<file path="config.mk">
export PLATFORM = sky130hd
export DESIGN_NAME = cache_ram_sched
export DESIGN_NICKNAME = d
export VERILOG_FILES = /design/src/rtl/cache_ram_pkg.sv /design/src/rtl/cache_ram_sched.sv
export SDC_FILE = /design/constraint.sdc
export NUM_CORES = 1
export LEC_CHECK = 0
export BUFFER_PORTS_ARGS = -buffer_cell sky130_fd_sc_hd__buf_4
export CAP_MARGIN = 20
export CORE_ASPECT_RATIO = 1.2
export CORE_MARGIN = 1.5
export CORE_UTILIZATION = 43
export DETAILED_ROUTE_END_ITERATION = 16
export PLACE_DENSITY = 0.76
export RECOVER_POWER = 50
export REMOVE_ABC_BUFFERS = 1
export SYNTH_ARGS = -nofsm -noshare
export SYNTH_HDL_FRONTEND = slang
export SYNTH_SLANG_ARGS = --single-unit
</file>
<file path="constraint.sdc">
create_clock -name clock -period 1.5 [get_ports clock]
set_input_delay 0.15 -clock clock [delete_from_list [all_inputs] [get_ports clock]]
set_output_delay 0.15 -clock clock [all_outputs]
set_load 0.03 [all_outputs]
</file>
<file path="src/rtl/cache_ram_pkg.sv">
`default_nettype none
// ============================================================================
//  Module      : cache_ram_pkg
//  Description : Shared geometry constants and fill FSM encoding for the
//                cache data RAM sequencer.
//  Revision    : 1.0  initial release
// ============================================================================
package cache_ram_pkg;

    localparam int CACHE_AW    = 9;
    localparam int CACHE_DW    = 16;
    localparam int CACHE_BURST = 4;
    localparam int CACHE_OW    = $clog2(CACHE_BURST);

    typedef enum logic [0:0] {
        ST_IDLE = 1'b0,
        ST_FILL = 1'b1
    } fill_state_t;

endpackage
`default_nettype wire

</file>
<file path="src/rtl/cache_ram_sched.sv">
`default_nettype none
// ============================================================================
//  Module      : cache_ram_sched
//  Description : Write-port arbiter (line fill vs CPU byte write) and
//                read-port sequencer with same-edge write bypass for the
//                512x16 byte-enable two-port cache data RAM.
//  Revision    : 1.0  initial release
// ============================================================================
module cache_ram_sched
    import cache_ram_pkg::*;
#(
    parameter  int AW    = CACHE_AW,
    parameter  int DW    = CACHE_DW,
    parameter  int BURST = CACHE_BURST,
    localparam int OW    = $clog2(BURST),
    localparam int BW    = DW / 8
) (
    input  logic              clock,
    input  logic              reset,

    input  logic              fill_start,
    input  logic [AW-OW-1:0]  fill_line,
    input  logic [OW-1:0]     fill_crit,
    input  logic              fill_valid,
    input  logic [DW-1:0]     fill_data,
    output logic              fill_busy,
    output logic              fill_done,

    input  logic              cpu_wr_req,
    input  logic [AW-1:0]     cpu_wr_addr,
    input  logic [BW-1:0]     cpu_wr_be,
    input  logic [DW-1:0]     cpu_wr_data,
    output logic              cpu_wr_ack,

    input  logic              cpu_rd_req,
    input  logic [AW-1:0]     cpu_rd_addr,
    output logic              cpu_rd_valid,
    output logic [DW-1:0]     cpu_rd_data,

    output logic [AW-1:0]     ram_wraddress,
    output logic              ram_wren,
    output logic [BW-1:0]     ram_byteena,
    output logic [DW-1:0]     ram_data,
    output logic [AW-1:0]     ram_rdaddress,
    input  logic [DW-1:0]     ram_q
);

    fill_state_t         r_state;
    logic [AW-OW-1:0]    r_fill_line;
    logic [OW-1:0]       r_off;
    logic [OW-1:0]       r_cnt;
    logic                r_last_wr;

    logic                r_rd_pend;
    logic [BW-1:0]       r_byp_be;
    logic [DW-1:0]       r_byp_data;

    logic                w_fill_wr;
    logic                w_fill_lock;
    logic                w_wr_hit;
    logic                w_cpu_wr;
    logic                w_rd_hit;
    logic                w_rd_go;
    logic [DW-1:0]       w_rd_merged;

    // The line stays locked until its last word has actually landed in the RAM.
    assign w_fill_lock = (r_state == ST_FILL) || r_last_wr;
    assign w_fill_wr   = (r_state == ST_FILL) && fill_valid;

    assign w_wr_hit    = w_fill_lock && (cpu_wr_addr[AW-1:OW] == r_fill_line);
    assign w_cpu_wr    = cpu_wr_req && !cpu_wr_ack && !w_wr_hit && !w_fill_wr;

    assign w_rd_hit    = w_fill_lock && (cpu_rd_addr[AW-1:OW] == r_fill_line);
    assign w_rd_go     = cpu_rd_req && !r_rd_pend && !cpu_rd_valid && !w_rd_hit;

    assign fill_busy   = (r_state == ST_FILL);

    always_ff @(posedge clock) begin
        if (reset) begin
            r_state       <= ST_IDLE;
            r_fill_line   <= '0;
            r_off         <= '0;
            r_cnt         <= '0;
            r_last_wr     <= 1'b0;
            fill_done     <= 1'b0;
            cpu_wr_ack    <= 1'b0;
            ram_wren      <= 1'b0;
            ram_wraddress <= '0;
            ram_byteena   <= '0;
            ram_data      <= '0;
        end else begin
            ram_wren   <= 1'b0;
            cpu_wr_ack <= 1'b0;
            r_last_wr  <= 1'b0;
            fill_done  <= r_last_wr;

            case (r_state)
                ST_IDLE: begin
                    if (fill_start) begin
                        r_fill_line <= fill_line;
                        r_off       <= fill_crit;
                        r_cnt       <= '0;
                        r_state     <= ST_FILL;
                    end
                end
                ST_FILL: begin
                    if (fill_valid) begin
                        r_off <= r_off + OW'(1);
                        r_cnt <= r_cnt + OW'(1);
                        if (r_cnt == OW'(BURST - 1)) begin
                            r_state   <= ST_IDLE;
                            r_last_wr <= 1'b1;
                        end
                    end
                end
                default: r_state <= ST_IDLE;
            endcase

            if (w_fill_wr) begin
                ram_wren      <= 1'b1;
                ram_wraddress <= {r_fill_line, r_off};
                ram_byteena   <= '1;
                ram_data      <= fill_data;
            end else if (w_cpu_wr) begin
                ram_wren      <= 1'b1;
                ram_wraddress <= cpu_wr_addr;
                ram_byteena   <= cpu_wr_be;
                ram_data      <= cpu_wr_data;
                cpu_wr_ack    <= 1'b1;
            end
        end
    end

    always_ff @(posedge clock) begin
        if (reset) begin
            ram_rdaddress <= '0;
            r_rd_pend     <= 1'b0;
            cpu_rd_valid  <= 1'b0;
            r_byp_be      <= '0;
            r_byp_data    <= '0;
        end else begin
            r_rd_pend    <= w_rd_go;
            cpu_rd_valid <= r_rd_pend;
            if (w_rd_go) begin
                ram_rdaddress <= cpu_rd_addr;
            end
            // A write landing on the read address at the RAM's read edge is
            // invisible in ram_q; keep its enabled bytes for the merge.
            if (r_rd_pend) begin
                r_byp_be   <= (ram_wren && (ram_wraddress == ram_rdaddress)) ? ram_byteena : '0;
                r_byp_data <= ram_data;
            end
        end
    end

    for (genvar g = 0; g < BW; g++) begin : g_lane
        assign w_rd_merged[8*g +: 8] = r_byp_be[g] ? r_byp_data[8*g +: 8] : ram_q[8*g +: 8];
    end

    assign cpu_rd_data = cpu_rd_valid ? w_rd_merged : '0;

endmodule
`default_nettype wire

</file>
After elaboration in Yosys (flattened, before gate mapping) --
Index checks and enable logic that the tools add are counted.
Word-level totals: word-level logic and storage cells 71, bits in registers 72
Cells by class: muxes and demuxes 23, bitwise gates (word level) 2, add/subtract/negate cells 2, equal/unequal tests 6, reductions and logical operators 22
Operators with widths (count):
- $mux W16 | 3
- $mux W9 | 2
- $mux W8 | 2
- $eq A7 B7 Y1 | 2
- $mux W2 | 7
- $logic_and A1 B1 Y1 | 10
- $eq A9 B9 Y1 | 1
- $pmux W2 S2 | 2
- $logic_not A1 Y1 | 6
- $mux W1 | 6
- $add A2 B1 Y2 const B | 2
- $ne A2 B2 Y1 const B | 2
- $reduce_and A2 Y1 | 2
- $reduce_or A3 Y1 | 1
- $eq A2 B2 Y1 const B | 1
- $not A1 Y1 | 2
- $pmux W1 S2 | 1
- $reduce_bool A2 Y1 | 1
- $reduce_or A2 Y1 | 1
- $logic_or A1 B1 Y1 | 1

Longest topological paths before layout --
depth in word-level cells 7, depth in mapped cells 7, depth with buffers taken out 5

Worst setup path before layout --
Ideal clock, no wire load.
kind reg2reg, from register r_state, in the netlist fill_busy, to register ram_wraddress[0], buffers on the path 2, arrival 1679 ps, cell stages (with the launch flop) 8, slack -265 ps, setup time 86 ps, cells stage by stage dfxtp_1 nor2_1 nor4_1 a21oi_2 buf_6 buf_12 mux2i_1 a211oi_1
Between the ends: longest elaborated chain between the ends 6, elaborated cells between the ends (all ways) 9
RTL lines:
- start: declaration | line cache_ram_sched.sv:48 | fill_state_t r_state;
- start signal: assignment | line cache_ram_sched.sv:80 | r_state <= ST_IDLE;
- start signal: assignment | line cache_ram_sched.sv:103 | r_state <= ST_FILL;
- start signal: assignment | line cache_ram_sched.sv:111 | r_state <= ST_IDLE;
- $logic_or A1 B1 Y1 | line cache_ram_sched.sv:67 | assign w_fill_lock = (r_state == ST_FILL) || r_last_wr;
- $logic_and A1 B1 Y1 | line cache_ram_sched.sv:70 | assign w_wr_hit = w_fill_lock && (cpu_wr_addr[AW-1:OW] == r_fill_line);
- $logic_not A1 Y1 | line cache_ram_sched.sv:71 | assign w_cpu_wr = cpu_wr_req && !cpu_wr_ack && !w_wr_hit && !w_fill_wr;
- $logic_and A1 B1 Y1 (2 in a row) | line cache_ram_sched.sv:71
- $reduce_bool A2 Y1 (no source line)
- end signal: assignment | line cache_ram_sched.sv:121 | ram_wraddress <= {r_fill_line, r_off};
- end signal: assignment | line cache_ram_sched.sv:126 | ram_wraddress <= cpu_wr_addr;
- end: declaration | line cache_ram_sched.sv:40 | output logic [AW-1:0] ram_wraddress,
Several ways; a longest one is shown, not always the timed one. A chain may end at the register's enable or synchronous reset.

Worst setup path after layout --
from register r_fill_line[1], to register ram_data[4]
Between the ends: longest elaborated chain between the ends 6
RTL lines:
- start: declaration | line cache_ram_sched.sv:49 | logic [AW-OW-1:0] r_fill_line;
- start signal: assignment | line cache_ram_sched.sv:100 | r_fill_line <= fill_line;
- $eq A7 B7 Y1 | line cache_ram_sched.sv:70
- $logic_and A1 B1 Y1 | line cache_ram_sched.sv:70
- $logic_not A1 Y1 | line cache_ram_sched.sv:71
- $logic_and A1 B1 Y1 (2 in a row) | line cache_ram_sched.sv:71
- $reduce_bool A2 Y1 (no source line)
- end signal: assignment | line cache_ram_sched.sv:123 | ram_data <= fill_data;
- end signal: assignment | line cache_ram_sched.sv:128 | ram_data <= cpu_wr_data;
- end: declaration | line cache_ram_sched.sv:43 | output logic [DW-1:0] ram_data,
No other way between the ends.

==> results.sh <==
export IMPL_tightest_slew_ns=0.550
export IMPL_final_cells=596
export IMPL_wl_met2_um=4720
export IMPL_swShare_pct=28.6
export IMPL_fin_ws_ns=-0.135
export IMPL_hp_start="fill_line[0]"
export IMPL_firstDrtPassIters=4
export IMPL_synth_area_leader_cell="dfxtp_1"
export IMPL_port_buffers=139
export IMPL_start_util_pct=44.8
export IMPL_top_layer="met4"
export IMPL_synth_edf_count=0
export IMPL_dp_slack_ns=-0.163
export IMPL_die_x_um=82.7
export IMPL_switching_power_mw=1.37
export IMPL_synth_most_common_cell="dfxtp_1"
export IMPL_yosys_register_bits=72
export IMPL_drc=0
export IMPL_synth_cells=348
export IMPL_syn_avg_cell_area_um2=9.43
export IMPL_startpoint="r_fill_line[1]"
export IMPL_place_area_um2=4610
export IMPL_crit_buf_inv=1
export IMPL_netlist_area_leader_share_pct=43.9
export IMPL_critPathLaunchType="flop"
export IMPL_drive_gt1_share_pct=36.0
export IMPL_cts_tree="yes"
export IMPL_cts_max_path_buffers=2
export IMPL_gp_congestion=0.828
export IMPL_syn_area_um2=3280
export IMPL_r2r_cells=6
export IMPL_numCtsBuffers=9
export IMPL_cp_data_required_time_ns=1.71
export IMPL_synth_area_top_cells="dfxtp_1, mux2i_1, nor2_1, a211oi_1, nor2b_1"
export IMPL_wl_um=9250
export IMPL_io_pins=140
export IMPL_cts_sinks=72
export IMPL_clock_latency_ns=0.33
export IMPL_synth_async_reset_ratio_pct=0
export IMPL_slew_violations=0
export IMPL_coreArea_um2=7320
export IMPL_rsz0062_at_grt="yes"
export IMPL_setup_viol=38
export IMPL_outcome="finished with violations"
export IMPL_power_density_nw_per_um2=977
export IMPL_yosys_top_cells_count="dfxtp_1, mux2i_1, nor2_1"
export IMPL_syn2layout_area_growth_pct=49.4
export IMPL_min_period_ns=1.63
export IMPL_dp_cells=581
export IMPL_ys_types=27
export IMPL_final_util_pct=67.0
export IMPL_ys_flop_type="dfxtp_1"
export IMPL_postCtsHoldBufs=0
export IMPL_nets=586
export IMPL_worstReg2RegStart="r_fill_line[1]"
export IMPL_fmax_mhz=612
export IMPL_drt_iter0_drc=112
export IMPL_drv_cap=0
export IMPL_viasPerCell=5.14
export IMPL_whs_path_depth=3
export IMPL_cp_endpoint="ram_data[4]"
export IMPL_grt_pass1_vias=3056
export IMPL_diodes=0
export IMPL_crit_type="flop to flop"
export IMPL_post_dp_hpwl_um=6830
export IMPL_slew_limit_headroom_pct=63.4
export IMPL_vias=3061
export IMPL_rows=34
export IMPL_p_leak_nw=2.08
export IMPL_multi_input_area_um2=1900
export IMPL_arrival_ns=1.84
export IMPL_path_cells="xor2_1 -> nor4_4 -> a21oi_4 -> clkbuf_16 -> mux2i_2 -> a211oi_2"
export IMPL_met1_length_um=3870
export IMPL_grt_max_degree=35
export IMPL_cts_root_buf="clkbuf_8"
export IMPL_cell_internal_pwr_mw=3.42
export IMPL_routedWlPerCell_um=15.5
export IMPL_seqPwrFrac_pct=44.6
export IMPL_comb_power_share_pct=22.9
export IMPL_path_delay_family="compound AO/OA/AOI/OAI gates"
export IMPL_final_seq_area_um2=1450
export IMPL_min_period_over_period_pct=109
export IMPL_ys_warn_count=0
export IMPL_ir_worst_vdd_mv=0.671
export IMPL_path_depth=6
export IMPL_p_clk_share_pct=32.5
export IMPL_grt_overflow_total=0
export IMPL_ys_seq_area_share_pct=43.9
export IMPL_r2r_slack_ns=-0.13
export IMPL_hold_class="input port to flop"
export IMPL_slowest_delay_ns=0.34
export IMPL_path_max_fanout=6
export IMPL_violations="negative setup slack"
export IMPL_track_usage_pct=23.1
export IMPL_skew_ns=0.00923
export IMPL_met3_length_um=570
export IMPL_fillers=627
export IMPL_htree_num_levels=3
export IMPL_antenna_found_initial=0
export IMPL_grt_first_pass_wirelength_um=14400
export IMPL_final_area_um2=4900
export IMPL_r2r_end="ram_data[4]"
export IMPL_ant_nets=0
export IMPL_crit_slowest_cell="dfxtp_2"
export IMPL_endpoint_kind="flop"
export IMPL_worst_setup_hold_path_clk_slew_ns=0.07
export IMPL_die_y_um=98.7
export IMPL_hold_viol_final=0
export IMPL_dieArea_um2=8160
-- stage by stage --
stage          setup TNS (ns)  power, mW  hold WS [ns]
2_1_floorplan          -28.75       2.70         0.219
3_3_place_gp            -2.44       3.23         0.384
3_5_place_dp            -3.81       3.26         0.401
4_1_cts                 -2.28       4.84        0.0402
5_1_grt                 -7.10       5.01        0.0404
6_report                -3.04       4.79        0.0536
-- cell families (layout without fill, tap and decap cells) --
| kind of cell | after synthesis | in the layout | share of synthesized area (%) |
|---|---|---|---|
| AO/OA/AOI/OAI | 45 | 45 | 9.27 |
| XOR/XNOR | 23 | 23 | 6.14 |
| adder cells (fa/ha/maj) | 1 | 1 | 0.381 |
| buffers and inverters | 25 | 183 | 3.81 |
| flip-flops | 72 | 72 | 43.9 |
| multiplexers | 68 | 68 | 20.7 |
| AND/OR/NAND/NOR | 114 | 114 | 15.7 |
-- sequential cells by signal, summed over array words and instances, names as in the netlist --
register and cells:
cpu_rd_valid 1, r_rd_pend 1, fill_busy 1, r_last_wr 1
ram_byteena 2, r_fill_line 7, r_byp_be 2, ram_wren 1
ram_wraddress 9, ram_data 16, r_off 2, r_byp_data 16
r_cnt 2, cpu_wr_ack 1, fill_done 1, ram_rdaddress 9
-- layer usage --
| layer | vias to the layer above | global-route usage (%) |
|---|---|---|
| met4 | 0 | 5.38 |
| met5 | - | 0 |
| li1 | 1491 | - |
| met2 | 106 | 40.6 |
| met3 | 9 | 5.56 |
| met1 | 1455 | 27.8 |
-- power by group through the flow --
stage               logic (mW)  registers (mW)  clock network (mW)
floorplan                0.364            2.34                   0
global placement          1.07            2.17                   0
detailed placement        1.09            2.17                   0
CTS                       1.12            2.13                1.60
global route              1.17            2.15                1.69
finish                    1.10            2.13                1.56
-- tightest hold or removal path: stages --
cell and delay, ns:
buf_4 0.11, nand2_1 0.05, a21oi_1 0.05
-- worst min-delay path by stage --
stage / to / slack (ns)
finish: r_fill_line[0] / 0.05
floorplan: r_fill_line[0] / 0.22
global placement: ram_rdaddress[1] / 0.38
detailed placement: ram_rdaddress[1] / 0.40
global route: r_fill_line[3] / 0.04
CTS: r_fill_line[0] / 0.04
-- area by class of cell --
| class | count | area share (%) |
|---|---|---|
| flip-flops and latches | 72 | 29.6 |
| clock buffers | 12 | 3.37 |
| repair buffers | 168 | 25.1 |
| clock inverters | 3 | 0.817 |
| well taps | 90 | 2.30 |
| multi-input cells | 251 | 38.8 |
-- repair_timing --
item,CTS,global route
gates cloned,0,1
endpoints found under the setup margin,41,46
pin swaps,19,8
gates resized for setup,18,21
buffers inserted,0,1
-- layout by cell type, fill, tap and decap left out, types with 4 or more instances in the layout --
cell type	Yosys	layout
buf_4	1	122
dfxtp_1	72	66
mux2i_1	68	64
nor2_1	63	62
clkbuf_1	19	36
nor2b_1	22	22
a211oi_1	27	22
nand2_1	16	15
a21oi_1	13	12
clkbuf_8	0	12
xor2_2	0	11
xnor2_1	9	9
buf_12	1	6
a211oi_2	0	5
dfxtp_2	0	5
mux2i_2	0	4
Power figures use the tool's default switching activity.
